$ cat src/rtl/ahb_apb_bridge.sv
// AHB-Lite slave to APB (no PREADY) master bridge, four 64 MB APB slots at 0x8000_0000-0x8FFF_FFFF.
// Optional macro AHB_ERR_RESP_EN: out-of-window transfers get a two-cycle ERROR response instead of being dropped.
`timescale 1ns/1ps
module ahb_apb_bridge (
    input  logic        clock,
    input  logic        reset,
    input  logic [31:0] Haddr,
    input  logic [1:0]  Htrans,
    input  logic        Hwrite,
    input  logic [31:0] Hwdata,
    input  logic        Hreadyin,
    output logic        Hreadyout,
    output logic [1:0]  Hresp,
    output logic [31:0] Hrdata,
    output logic [3:0]  Pselx,
    output logic        Penable,
    output logic        Pwrite,
    output logic [31:0] Paddr,
    output logic [31:0] Pwdata,
    input  logic [31:0] Prdata
);

`ifdef AHB_ERR_RESP_EN
    typedef enum logic [2:0] {
        ST_IDLE, ST_WWAIT, ST_RSETUP, ST_RENABLE, ST_WSETUP, ST_WENABLE, ST_ERR1, ST_ERR2
    } state_t;
`else
    typedef enum logic [2:0] {
        ST_IDLE, ST_WWAIT, ST_RSETUP, ST_RENABLE, ST_WSETUP, ST_WENABLE
    } state_t;
`endif

    state_t      r_state;
    logic [31:0] r_addr;
    logic        w_valid;
    logic        w_in_win;
    logic [3:0]  w_sel_haddr;
    logic [3:0]  w_sel_raddr;
    logic        w_unused_htrans;

    function automatic logic [3:0] slot_decode(input logic [1:0] slot);
        return 4'b0001 << slot;
    endfunction

    assign w_unused_htrans = Htrans[0];
    assign w_in_win        = (Haddr[31:28] == 4'b1000);
    assign w_sel_haddr     = slot_decode(Haddr[27:26]);
    assign w_sel_raddr     = slot_decode(r_addr[27:26]);
    assign w_valid         = Htrans[1] & Hreadyin & Hreadyout;

`ifdef AHB_ERR_RESP_EN
    assign Hreadyout = (r_state == ST_IDLE) || (r_state == ST_ERR2);
    assign Hresp     = ((r_state == ST_ERR1) || (r_state == ST_ERR2)) ? 2'b01 : 2'b00;
`else
    assign Hreadyout = (r_state == ST_IDLE);
    assign Hresp     = 2'b00;
`endif

    always_ff @(posedge clock or posedge reset) begin
        if (reset) begin
            r_state <= ST_IDLE;
            r_addr  <= 32'h0;
            Hrdata  <= 32'h0;
            Pselx   <= 4'h0;
            Penable <= 1'b0;
            Pwrite  <= 1'b0;
            Paddr   <= 32'h0;
            Pwdata  <= 32'h0;
        end else if (Hreadyout) begin
            // IDLE and ERR2 both sample a new address phase
            if (w_valid && w_in_win && !Hwrite) begin
                r_state <= ST_RSETUP;
                r_addr  <= Haddr;
                Pselx   <= w_sel_haddr;
                Paddr   <= Haddr;
                Pwrite  <= 1'b0;
                Penable <= 1'b0;
            end else if (w_valid && w_in_win && Hwrite) begin
                r_state <= ST_WWAIT;
                r_addr  <= Haddr;
`ifdef AHB_ERR_RESP_EN
            end else if (w_valid) begin
                r_state <= ST_ERR1;
`endif
            end else begin
                r_state <= ST_IDLE;
            end
        end else begin
            case (r_state)
                ST_WWAIT: begin
                    r_state <= ST_WSETUP;
                    Pselx   <= w_sel_raddr;
                    Paddr   <= r_addr;
                    Pwrite  <= 1'b1;
                    Pwdata  <= Hwdata;
                    Penable <= 1'b0;
                end
                ST_RSETUP: begin
                    r_state <= ST_RENABLE;
                    Penable <= 1'b1;
                end
                ST_RENABLE: begin
                    r_state <= ST_IDLE;
                    Hrdata  <= Prdata;
                    Pselx   <= 4'h0;
                    Penable <= 1'b0;
                end
                ST_WSETUP: begin
                    r_state <= ST_WENABLE;
                    Penable <= 1'b1;
                end
                ST_WENABLE: begin
                    r_state <= ST_IDLE;
                    Pselx   <= 4'h0;
                    Penable <= 1'b0;
                end
`ifdef AHB_ERR_RESP_EN
                ST_ERR1: r_state <= ST_ERR2;
`endif
                default: begin
                    r_state <= ST_IDLE;
                    Pselx   <= 4'h0;
                    Penable <= 1'b0;
                end
            endcase
        end
    end

endmodule

$ cat config.mk
export PLATFORM = sky130hd
export DESIGN_NAME = ahb_apb_bridge
export DESIGN_NICKNAME = d
export VERILOG_FILES = /design/src/rtl/ahb_apb_bridge.sv
export SDC_FILE = /design/constraint.sdc
export NUM_CORES = 1
export LEC_CHECK = 0
export BUFFER_PORTS_ARGS = -buffer_cell sky130_fd_sc_hd__buf_4
export CAP_MARGIN = 20
export CORE_ASPECT_RATIO = 0.6
export CORE_MARGIN = 3
export CORE_UTILIZATION = 45
export DETAILED_ROUTE_END_ITERATION = 12
export PLACE_DENSITY = 0.77
export SLEW_MARGIN = 10
export SYNTH_ARGS = -nofsm -noshare
export SYNTH_HDL_FRONTEND = slang
export SYNTH_SLANG_ARGS = --single-unit
$ cat constraint.sdc
create_clock -name clock -period 5.1 [get_ports clock]
set_clock_uncertainty 0.05 [all_clocks]
set_input_delay 0.255 -clock clock [delete_from_list [all_inputs] [get_ports clock]]
set_output_delay 0.255 -clock clock [all_outputs]
set_load 0.01 [all_outputs]
Yosys cells after proc, flatten, opt, wreduce, memory -nomap -nowiden. Cells that the tools add are included.

Add/subtract/negate cells: 0. Multipliers: 0. Div/mod/pow operators: 0. $lt $le $gt $ge: 0. Equal/unequal tests: 7. Shifts and indexed selects: 2. Multiplexer cells: 17. Bitwise gates (word level): 3. Reductions and logical operators: 13.

Operator list (number): 32-bit two-way mux (5); 2-bit AND reduction (5); 3-bit case mux with 3 select lines (1); 4-bit two-way mux (2); 4-bit case mux with 2 select lines (1); 1-bit by 2-bit left shift with 4-bit output (first input constant) (2); 3-bit by 2-bit == test with 1-bit output (second input constant) (2); 1-bit two-way mux (6); 4-bit == test (second input constant) (1); 2-bit by 1-bit != test with 1-bit output (second input constant) (2); 2-bit nonzero test (2); 3-bit by 1-bit == test with 1-bit output (second input constant) (1); 3-bit == test (second input constant) (1); 1-bit logical AND (3); 3-bit zero test (1); 3-bit two-way mux (1); 1-bit AND (2); 2-bit two-way mux (1); 2-bit OR reduction (1); 1-bit zero test (1); 1-bit NOT (1).

Register bits after elaboration: 137. Latch bits: 0. Memory bits (writable): 0. Bits in read-only memories: 0. Output and inout bits: 105. Word-level logic and storage cells: 50. Memories kept: 0.

Longest topological paths before layout. Gate-level depths: netlist (run 1).

Depth in word-level cells: 7. Mapped depth: 7. Gate-level depth less buffers: 4.

Worst setup path after synthesis (run 1). Ideal clock, no wire load.

Path type: flip-flop to flip-flop. Start point: register r_state[2]. End point: register Paddr[26]. Setup time: 0.125 ns. Arrival time: 1.794 ns. Required time: 4.925 ns. Path slack: 3.131 ns. Stages on the path, launching flop included: 6. Buffers on the path: 2. Path through: dfrtp_1 -> buf_6 -> or3_4 -> buf_6 -> o41ai_4 -> mux2_4.

Longest elaborated chain between the ends: 6. Elaborated cells between the ends (all ways): 9. Those cells by class: eq/ne (2); mux (1); bitwise (1); reduce/logical (5).

RTL lines: from (decl) (RTL line 33) `state_t r_state;`; from (signal assigned) (RTL line 61) `r_state <= ST_IDLE;`; from (signal assigned) (RTL line 72) `r_state <= ST_RSETUP;`; from (signal assigned) (RTL line 79) `r_state <= ST_WWAIT;`; 3-bit zero test (RTL line 55) `assign Hreadyout = (r_state == ST_IDLE);`; 1-bit AND (RTL line 49) `assign w_valid = Htrans[1] & Hreadyin & Hreadyout;`; 1-bit logical AND (2 in series) (RTL line 71) `if (w_valid && w_in_win && !Hwrite) begin`; 2-bit by 1-bit != test with 1-bit output (no line); 2-bit AND reduction (no line); to (signal assigned) (RTL line 75) `Paddr <= Haddr;`; to (signal assigned) (RTL line 93) `Paddr <= r_addr;`; to (decl) (RTL line 18) `output logic [31:0] Paddr,`.

Parallel ways exist; a longest one is shown, timed or not. A chain may end at the register's enable or synchronous reset.

Worst setup path in the final report (run 1).
Start point: register r_state[2]. End point: register Paddr[1].

The elaborated chain is that of the path after synthesis.

==> metrics, run 1 <==
HP Class in2async; CP Capture Type flip-flop; Die ar. approximately 14,000 sq um; CTS Buf Count 17; Mapped Area 5670 sq um; Adder-Cell Fraction of Synth Area 0%; global-route wire length before repair roughly 23 mm; Reg2Reg Capture Point Paddr[1]; worst path required time between 5 and 6 ns; Total Power about 0.0046 W; nets@finish a little under 800; failing checks negative hold slack; CTS H-tree lvls 4; syn_area_per_cell approximately 12 sq um; Peak VDD IR about 0.32 mV; cell chain of the critical path or3_4 > o41ai_4 > buf_4 > a22oi_1; core area roughly 12,000 sq um; root buf cell clkbuf_16; CTS tree yes; Max-slew headroom a little over a third; Comb power frac 37.0%; die span in x 151 um; Synth Area in Simple Gates roughly 11%; worst slack, placed ~2.3 ns; DP HPWL approximately 10 mm; vias in the first global route approximately 4,600; Switch Pwr 0.00156 W; final cell count without fillers ~870; CP arrival 3.02 ns; Post-CTS Setup Inserts 0; combinational family with the most area after synthesis multiplexers; Routed Antenna Nets 0; Synth Flop Type dfrtp_1; final worst slack 2.29 ns; Worst-path clk slew approximately 0.06 ns; ANT cells 0; Starting Density 46.5%; GRT Total Usage 21.2%; initial antenna violation count 0; Crit path max-delay family compound AO/OA/AOI/OAI gates; post-synthesis cell type count 40; Via-to-Cell Ratio around 5.0; hold_ws -0.0141 ns; final worst path period share between 50% and 60%; DR vias ~4,300; Fin. Hold Viols 18; kind of critical path reg2reg; status finished, violations left; flops & latches, synth approximately 140; critical path's slowest cell o41ai_4; CP Max Fanout 31; Die H 92.9 um; global route overflow 0; Rows 31; Final GP Congestion a little under 0.8; largest net degree at the start of global routing 95; Initial DRT Pass Iterations 5; worst r2r src r_state[2]; # DRC 0; Total Routed Length 14.9 mm; I/O Buffers around 200; setup slack, reg-to-reg 2.29 ns; Clk pwr share between 20% and 30%; commonest non-fill, non-tap cell in the layout buf_4; setup TNS 0 ns; Power Density 570 nW/um^2; Async SR Flop Fraction between 90% and 100%; Yosys Warn Count 0; Worst-Skew Late Latency 0.40 ns; Max Transition Viols Final 0; # hold bufs at CTS 26; Ports 207; max-cap check violation count 0; Register-to-Register Path Depth 4; Sw Ratio between 30% and 40%; Leakage between 4 and 5 nW; CTS Buffer Depth 2; ratio of cells with drive above 1 in the final layout 44.4%; Post-synth EDFFs 0; Placed Cells 807; DR iter-0 viols roughly 180; post-CTS sizing 0; worst-margin pin slew 0.956 ns; Synth Area in Compound Gates 6.18%; post-layout min period around 2.8 ns; most frequent cells in the layout buf_4 (211), dfrtp_1 (137), nand2_1 (97); RSZ-0062 raised after global routing no; XOR/XNOR Fraction of Synth Area less than 1%; DR WL/cell ~17 um; sequential area share after synthesis 60.5%; cells after synthesis around 460; CP Buf/Inv Count 1; register share of total power approximately 37%; Worst setup startpoint r_state[2]; post-synthesis mux area share between 10% and 20%; Synth-to-Final Area Change 43.4%; Worst path max stage delay between 0.9 and 1 ns; Sink Count 137; CP endpoint Paddr[1]; stages on the worst setup path 4; Fmax 356 MHz; Final setup viols 0; Int Power between 0.003 and 0.004 W; Worst setup SP type flip-flop
[power groups by stage]
stage | sequential (W) | combinational [W] | clock (W)
floorplan | 0.00182 | 0.000842 | 0
global placement | 0.00170 | 0.00165 | 0
detailed placement | 0.00172 | 0.00171 | 0
CTS | 0.00171 | 0.00172 | 0.00122
global route | 0.00176 | 0.00187 | 0.00127
finish | 0.00172 | 0.00171 | 0.00120
[how the worst min path moves through the flow]
stage / cells after the start / startpoint / slack, ns / endpoint
global route: 3 / Hwdata[7] / 0.003 / Pwdata[7]
CTS: 3 / Hwdata[7] / 0.0002 / Pwdata[7]
floorplan: 2 / Hwdata[0] / 0.31 / Pwdata[0]
global placement: 3 / Hwdata[14] / 0.40 / Pwdata[14]
finish: 2 / reset / -0.01 / Pwdata[28]
detailed placement: 3 / Hwdata[17] / 0.40 / Pwdata[17]
[cell type report]
cell class / instances / area [sq um]
repair buffers: 237 / 1840
multi-input cells: 290 / 2040
clock inverters: 12 / 143
flip-flops and latches: 137 / 3430
fillers: 913 / 4060
well taps: 165 / 206
inverters: 5 / 23.8
clock buffers: 20 / 437
[registers in the layout, indices dropped and copies added, names as in the netlist]
register / cells
Penable: 1
Hrdata: 32
Pselx: 4
r_addr: 32
Paddr: 32
Pwdata: 32
Pwrite: 1
r_state: 3
[through the flow]
stage | area [sq um] | util [%]
after floorplan | 5670 | -
after global routing | 8120 | 66.7
final | 8120 | 66.7
after detailed placement | 7280 | 59.7
after CTS | 8120 | 66.6
after global placement | 7280 | 59.7
[routing by layer]
metal  up-vias  global-route usage, %  wire length [um]
met5         -                      0                 0
met4         0                   5.51               123
met3        10                   7.09              1260
met2       150                   35.0              7300
met1      2150                   27.0              6210
li1       2035                      -                 -
[Yosys cell counts (all sizes together) (2+ instances only)]
master,number,area (sq um)
mux2i,32,320
a21oi,3,15.0
nor3,2,21.3
o32ai,2,17.5
buf,22,148
nand2,97,364
mux2,64,724
nor2b,3,18.8
clkbuf,10,37.5
a22oi,31,233
dfrtp,137,3430
a32o,2,20.0
nor4b,2,17.5
inv,4,15.0
nor2,33,124
[worst register-to-register path: cells and delay by family (launching register included)]
kind / cells / cell delay, ns
compound gates: 2 / 1.09
simple gates: 1 / 0.69
flops: 1 / 0.48
buf+inv: 1 / 0.37
[logic make-up (layout without fill, tap and decap cells)]
family	Yosys count	in the layout
buf+inv	37	274
mux	96	96
simple gates	147	147
flops	137	137
compound gates	44	44
xor+xnor	1	1
other cells	1	2
No activity file was read; power rests on OpenSTA's default activity.
==> run 2, diff against run 1 <==
--- a/config.mk
+++ b/config.mk
@@ -5,13 +5,14 @@
 export SDC_FILE = /design/constraint.sdc
 export NUM_CORES = 1
 export LEC_CHECK = 0
+export ABC_AREA = 1
 export BUFFER_PORTS_ARGS = -buffer_cell sky130_fd_sc_hd__buf_4
 export CAP_MARGIN = 20
 export CORE_ASPECT_RATIO = 0.6
 export CORE_MARGIN = 3
 export CORE_UTILIZATION = 45
 export DETAILED_ROUTE_END_ITERATION = 12
-export PLACE_DENSITY = 0.77
+export PLACE_DENSITY = 0.79
 export SLEW_MARGIN = 10
 export SYNTH_ARGS = -nofsm -noshare
 export SYNTH_HDL_FRONTEND = slang
==> constraint.sdc (replaced) <==
create_clock -name clock -period 2.3 [get_ports clock]
set_clock_uncertainty 0.05 [all_clocks]
set_input_delay 0.115 -clock clock [delete_from_list [all_inputs] [get_ports clock]]
set_output_delay 0.115 -clock clock [all_outputs]
set_load 0.01 [all_outputs]
==> run 2 against run 1 <==
Compared with the run above:
- non-clock buffer count is 69 higher
- the flow now finishes without violations
- critical endpoint is now Hreadyout
- highest routed layer unchanged
- die area is 2.2% higher
- via count is 27% higher
- worst hold slack better by 0.044 ns
- sequential share of layout area is 3.9 points lower
- largest power group is now combinational logic
- sequential power is 130% higher
- register-to-register slack worse by 1.8 ns
==> metrics, run 2 <==
Leakage roughly 4.8 nW; multi-input logic area 1970 sq um; Worst setup startpoint r_state[1]; Mapped Area 5800 sq um; CTS Buf Count 17; Comb power frac a little under two fifths; register share of total power between 30% and 40%; Ports about 210; Power Density around 1200 nW/um^2; syn_area_per_cell roughly 8.5 sq um; DP HPWL 10.1 mm; RSZ-0062 raised after global routing no; worst slack, placed around 0.5 ns; Initial DRT Pass Iterations 7; CP Max Fanout 7; setup TNS 0 ns; die span in x around 150 um; most frequent cells in the layout nand2_1 (302), buf_4 (209), dfrtp_1 (137); area leader, netlist dfrtp_1; CP Capture Type primary output; cells after synthesis between 600 and 700; Synth Flop Type dfrtp_1; HP Class in2reg; Final GP Congestion between 0.8 and 0.9; Synth-to-Final Area Change 54.2%; global-route wire length before repair 27.3 mm; Max Transition Viols Final 0; Clk pwr share between 20 and 30%; Max-slew headroom 48.4%; Reg2Reg Capture Point Paddr[2]; Via-to-Cell Ratio 4.81; CTS tree yes; Final setup viols 0; critical path's slowest cell dfrtp_1; Post-synth top cells nand2_1 (302), dfrtp_1 (137), nand3_1 (76), inv_1 (43), o21ai_0 (33); sequential area share after synthesis between 50% and 60%; root buf cell clkbuf_16; kind of critical path reg2out; worst-margin pin slew slightly below 0.8 ns; largest net degree at the start of global routing ~140; DR WL/cell 14.7 um; final worst path period share just over 80%; CTS Buffer Depth 2; status completed; FF+latch area 3430 sq um; CP Buf/Inv Count 2; filler instances ~880; Worst Hold Launch Haddr[27]; worst r2r src r_state[2]; top-count cell post-synth nand2_1; Switch Pwr approximately 0.0038 W; Async SR Flop Fraction 100%; Sink Count around 140; setup slack, reg-to-reg around 0.47 ns; Die H 93.9 um; Crit path max-delay family simple AND/OR/NAND/NOR gates; vias in the first global route ~5,400; Hold EP Pselx[3]; Yosys top cell area share between 50% and 60%; I/O Buffers a little over 200; CP arrival 1.75 ns; Worst-Skew Late Latency about 0.4 ns; Int Power 0.00678 W; WHS Path Cells 5; Sw Ratio 36.0%; DR vias around 5,500; Peak VDD IR around 0.62 mV; final worst slack about 0.39 ns; CTS H-tree lvls 4; initial antenna violation count 0; top area cells in the synthesized netlist dfrtp_1 (59%), nand2_1 (20%), nand3_1 (6.6%); Fin. Hold Viols 0; Post-synth EDFFs 0; ratio of cells with drive above 1 in the final layout ~26%; cell chain of the critical path inv_1 > nand2_1 > nor2_1 > buf_4; Die ar. between 10,000 and 15,000 sq um; commonest non-fill, non-tap cell in the layout nand2_1; Register-to-Register Path Depth 7; Starting Density between 40% and 50%; worst path required time roughly 2.1 ns; Worst-path clk slew roughly 0.050 ns; flops & latches, synth ~140; # DRC 0; global route overflow 0; Total Power about 0.011 W; post-synthesis cell type count 23; Yosys Warn Count 0; Post-CTS Setup Inserts 0; post-layout util 72.5%; max-cap check violation count 0; post-layout min period 1.91 ns; Fmax 523 MHz; Rows 31; GRT Total Usage 23.6%; Routed Antenna Nets 0; post-CTS sizing 0; DR iter-0 viols 353; Worst setup SP type flip-flop; nets@finish 1,070; core area 12,300 sq um; Total Routed Length roughly 17 mm; Worst path max stage delay 0.48 ns
==> run 2: worst max-delay path by stage <==
stage                      to  slack (ns)  cells past startpoint
CTS                 Hreadyout        0.38                      4
global route        Hreadyout        0.27                      4
finish              Hreadyout        0.39                      4
floorplan           Hrdata[0]        0.43                      1
detailed placement   Paddr[2]        0.50                      7
global placement    Paddr[27]        0.52                      7
==> run 2: logic make-up (layout without fill, tap and decap cells) <==
logic type | Yosys count | after routing | share of synthesized area, %
AOI/OAI and AO/OA | 65 | 65 | 5.61
buffers and inverters | 86 | 383 | 6.89
DFF | 137 | 137 | 59.1
other | 1 | 3 | 0.0647
and+or+nand+nor | 394 | 394 | 28.3
==> run 2: worst min-delay path: cells and delay by family <==
family | cells | cell delay (ns)
AND/OR/NAND/NOR | 4 | 0.23
buffers and inverters | 1 | 0.10
==> run 2: layout make-up <==
class,count,share of cell area [%]
inverter,45,1.93
clock inverter,12,1.57
multi-input combinational,461,22.1
sequential,137,38.3
tap,165,2.31
antenna,1,0.0280
timing repair buffer,306,28.7
clock buffer,20,5.00
==> run 2: per-stage QoR <==
step / hold slack (ns) / cells / cell area [sq um]
6_report: 0.0300 / 1147 / 8940
5_1_grt: 0.0147 / 1146 / 8940
4_1_cts: 0.00117 / 1146 / 8940
3_5_place_dp: 0.270 / 1020 / 7410
3_3_place_gp: 0.266 / 1020 / 7410
2_1_floorplan: 0.182 / 684 / 5800
==> run 2: metal layers <==
| metal | GRT usage [%] | vias up | share of wire [%] |
|---|---|---|---|
| met5 | 0 | - | 0 |
| met4 | 7.34 | 0 | 1.4 |
| met3 | 6.03 | 22 | 7.7 |
| met2 | 37.1 | 227 | 47 |
| met1 | 32.4 | 2563 | 44 |
| li1 | - | 2707 | - |
==> run 2: power groups by stage <==
stage / Combinational (W) / Clock (W) / Sequential (W)
after floorplan: 0.00173 / 0 / 0.00419
after global placement: 0.00372 / 0 / 0.00391
after detailed placement: 0.00381 / 0 / 0.00393
after CTS: 0.00395 / 0.00272 / 0.00392
after global routing: 0.00441 / 0.00285 / 0.00405
final: 0.00397 / 0.00268 / 0.00394
==> run 2: what timing repair did <==
action	in CTS	in global routing
setup endpoints to repair	0	0
endpoints found under the hold margin	229	0
hold buffers	94	0
==> run 3, diff against run 2 <==
--- a/config.mk
+++ b/config.mk
@@ -12,7 +12,7 @@
 export CORE_MARGIN = 3
 export CORE_UTILIZATION = 45
 export DETAILED_ROUTE_END_ITERATION = 12
-export PLACE_DENSITY = 0.79
+export PLACE_DENSITY = 0.76
 export SLEW_MARGIN = 10
 export SYNTH_ARGS = -nofsm -noshare
 export SYNTH_HDL_FRONTEND = slang
==> constraint.sdc (replaced) <==
create_clock -name clock -period 1.94 [get_ports clock]
set_clock_uncertainty 0.05 [all_clocks]
set_input_delay 0.097 -clock clock [delete_from_list [all_inputs] [get_ports clock]]
set_output_delay 0.097 -clock clock [all_outputs]
set_load 0.01 [all_outputs]
==> run 3 against run 2 <==
Compared with the run above:
- cell area up 1.2%
- first-iteration DRC count down 7.9%
- clock power rose by 23%
==> metrics, run 3 (synthesis results as in run 2) <==
worst path required time 1.79 ns; CP Buf/Inv Count 2; Leakage 4.83 nW; Final GP Congestion 0.817; max-cap check violation count 0; Sink Count approximately 140; Rows 31; I/O Buffers roughly 200; Routed Antenna Nets 0; Worst path max stage delay roughly 0.49 ns; Max-slew headroom around 63%; Peak VDD IR just under 0.8 mV; cell chain of the critical path inv_1 > nand2_1 > nor2_2 > buf_4; Die H approximately 94 um; Worst-path clk slew about 0.060 ns; commonest non-fill, non-tap cell in the layout nand2_1; CTS H-tree lvls 4; Final setup viols 0; DP HPWL between 10 and 15 mm; DR WL/cell between 10 and 15 um; Worst setup SP type flip-flop; Reg2Reg Capture Point Paddr[6]; fin area ~9000 sq um; Fin. Hold Viols 0; vias in the first global route 5,621; Crit path max-delay family flip-flops; Worst-Skew Late Latency 0.40 ns; worst-margin pin slew 0.554 ns; worst r2r src r_state[1]; CP Max Fanout 7; setup TNS 0 ns; # DRC 0; Register-to-Register Path Depth 8; initial antenna violation count 0; nets@finish roughly 1,100; Starting Density a little under half; DR vias 5,542; Total Routed Length between 15 and 20 mm; global-route wire length before repair 28.1 mm; filler instances between 800 and 900; CP arrival 1.62 ns; WHS Path Cells 5; Synth-to-Final Area Change 56.0%; setup slack, reg-to-reg between 0.2 and 0.3 ns; DR iter-0 viols about 330; RSZ-0062 raised after global routing no; kind of critical path reg2out; global route overflow 0; core area between 10,000 and 15,000 sq um; Power Density 1410 nW/um^2; Hold EP Paddr[28]; GRT Total Usage 24.3%; largest net degree at the start of global routing between 60 and 70; Max Transition Viols Final 0; CTS Buf Count 17; Fmax between 500 and 600 MHz; Die ar. approximately 14,000 sq um; Via-to-Cell Ratio 4.80; Worst Hold Launch Haddr[28]; status completed; post-layout util roughly 73%; critical path's slowest cell dfrtp_1; root buf cell clkbuf_16; post-layout min period between 1.5 and 2 ns; most frequent cells in the layout nand2_1 (302), buf_4 (214), dfrtp_1 (137); final worst path period share approximately nine tenths; Initial DRT Pass Iterations 5; die span in x roughly 150 um; CP Capture Type primary output; ANT cells 0; CTS Buffer Depth 2; HP Class in2reg; ratio of cells with drive above 1 in the final layout 26.5%; DP Area approximately 7500 sq um; CTS tree yes; Ports a little over 200
[run 3: cell count changes in the layout (fill, tap and decap cells not counted), sizes merged]
cell,previous run,this run
buf,212,219
bufinv,2,3
clkbuf,20,19
clkinv,3,4
diode,1,0
dlygate4sd3,94,95
inv,48,47
[run 3: metrics by stage]
| step | std cells | power [W] | hold WS (ns) | setup WS [ns] |
|---|---|---|---|---|
| 2_1_floorplan | 684 | 0.00701 | 0.164 | 0.0859 |
| 4_1_cts | 1154 | 0.0127 | 0.00935 | 0.0440 |
| 5_1_grt | 1154 | 0.0136 | 0.0317 | 0.0678 |
| 3_5_place_dp | 1027 | 0.00923 | 0.0674 | 0.267 |
| 3_3_place_gp | 1027 | 0.00911 | 0.0610 | 0.293 |
| 6_report | 1154 | 0.0127 | 0.0223 | 0.169 |
[run 3: layout make-up]
cell class / count / area, sq um / share of cell area [%]
tap: 165 / 206 / 2.28
sequential: 137 / 3430 / 37.9
inverter: 45 / 173 / 1.91
clock inverter: 13 / 170 / 1.88
multi-input combinational: 461 / 1980 / 21.8
timing repair buffer: 314 / 2660 / 29.4
clock buffer: 19 / 433 / 4.79
[run 3: power breakdown]
group | internal, W | total, W | switching (W) | leakage (nW)
sequential | 0.00397 | 0.00464 | 0.000676 | 1.72
clock | 0.00204 | 0.00329 | 0.00125 | 0.285
combinational | 0.00217 | 0.00478 | 0.00261 | 2.83
total | 0.00818 | 0.0127 | 0.00454 | 4.83
[run 3: routing by layer]
layer / GRT usage (%) / vias to the layer above / share of wire (%)
met5: 0 / - / 0
met4: 6.52 / 0 / 1.2
met3: 7.32 / 21 / 7.1
met2: 38.8 / 224 / 47
met1: 32.9 / 2568 / 44
li1: - / 2729 / -
[run 3: tightest hold or removal path, stage by stage]
cell and delay [ns]:
buf_4 0.11, inv_1 0.05, o21ai_0 0.08, nand2_1 0.06, nand2_1 0.04
[run 3: worst max-delay path by stage]
stage,slack (ns),endpoint,depth (start not counted),from
2_1_floorplan,0.09,Hrdata[0],1,reset
3_3_place_gp,0.29,Paddr[12],8,r_state[1]
3_5_place_dp,0.27,Paddr[29],8,r_state[1]
4_1_cts,0.04,Hreadyout,4,r_state[1]
5_1_grt,0.07,Hreadyout,4,r_state[1]
6_report,0.17,Hreadyout,4,r_state[1]
[run 3: what timing repair did]
action,CTS,global route
hold buffers,95,0
gates resized for setup,0,1
hold endpoints to repair,196,0
setup endpoints to repair,0,1
setup buffers,0,0
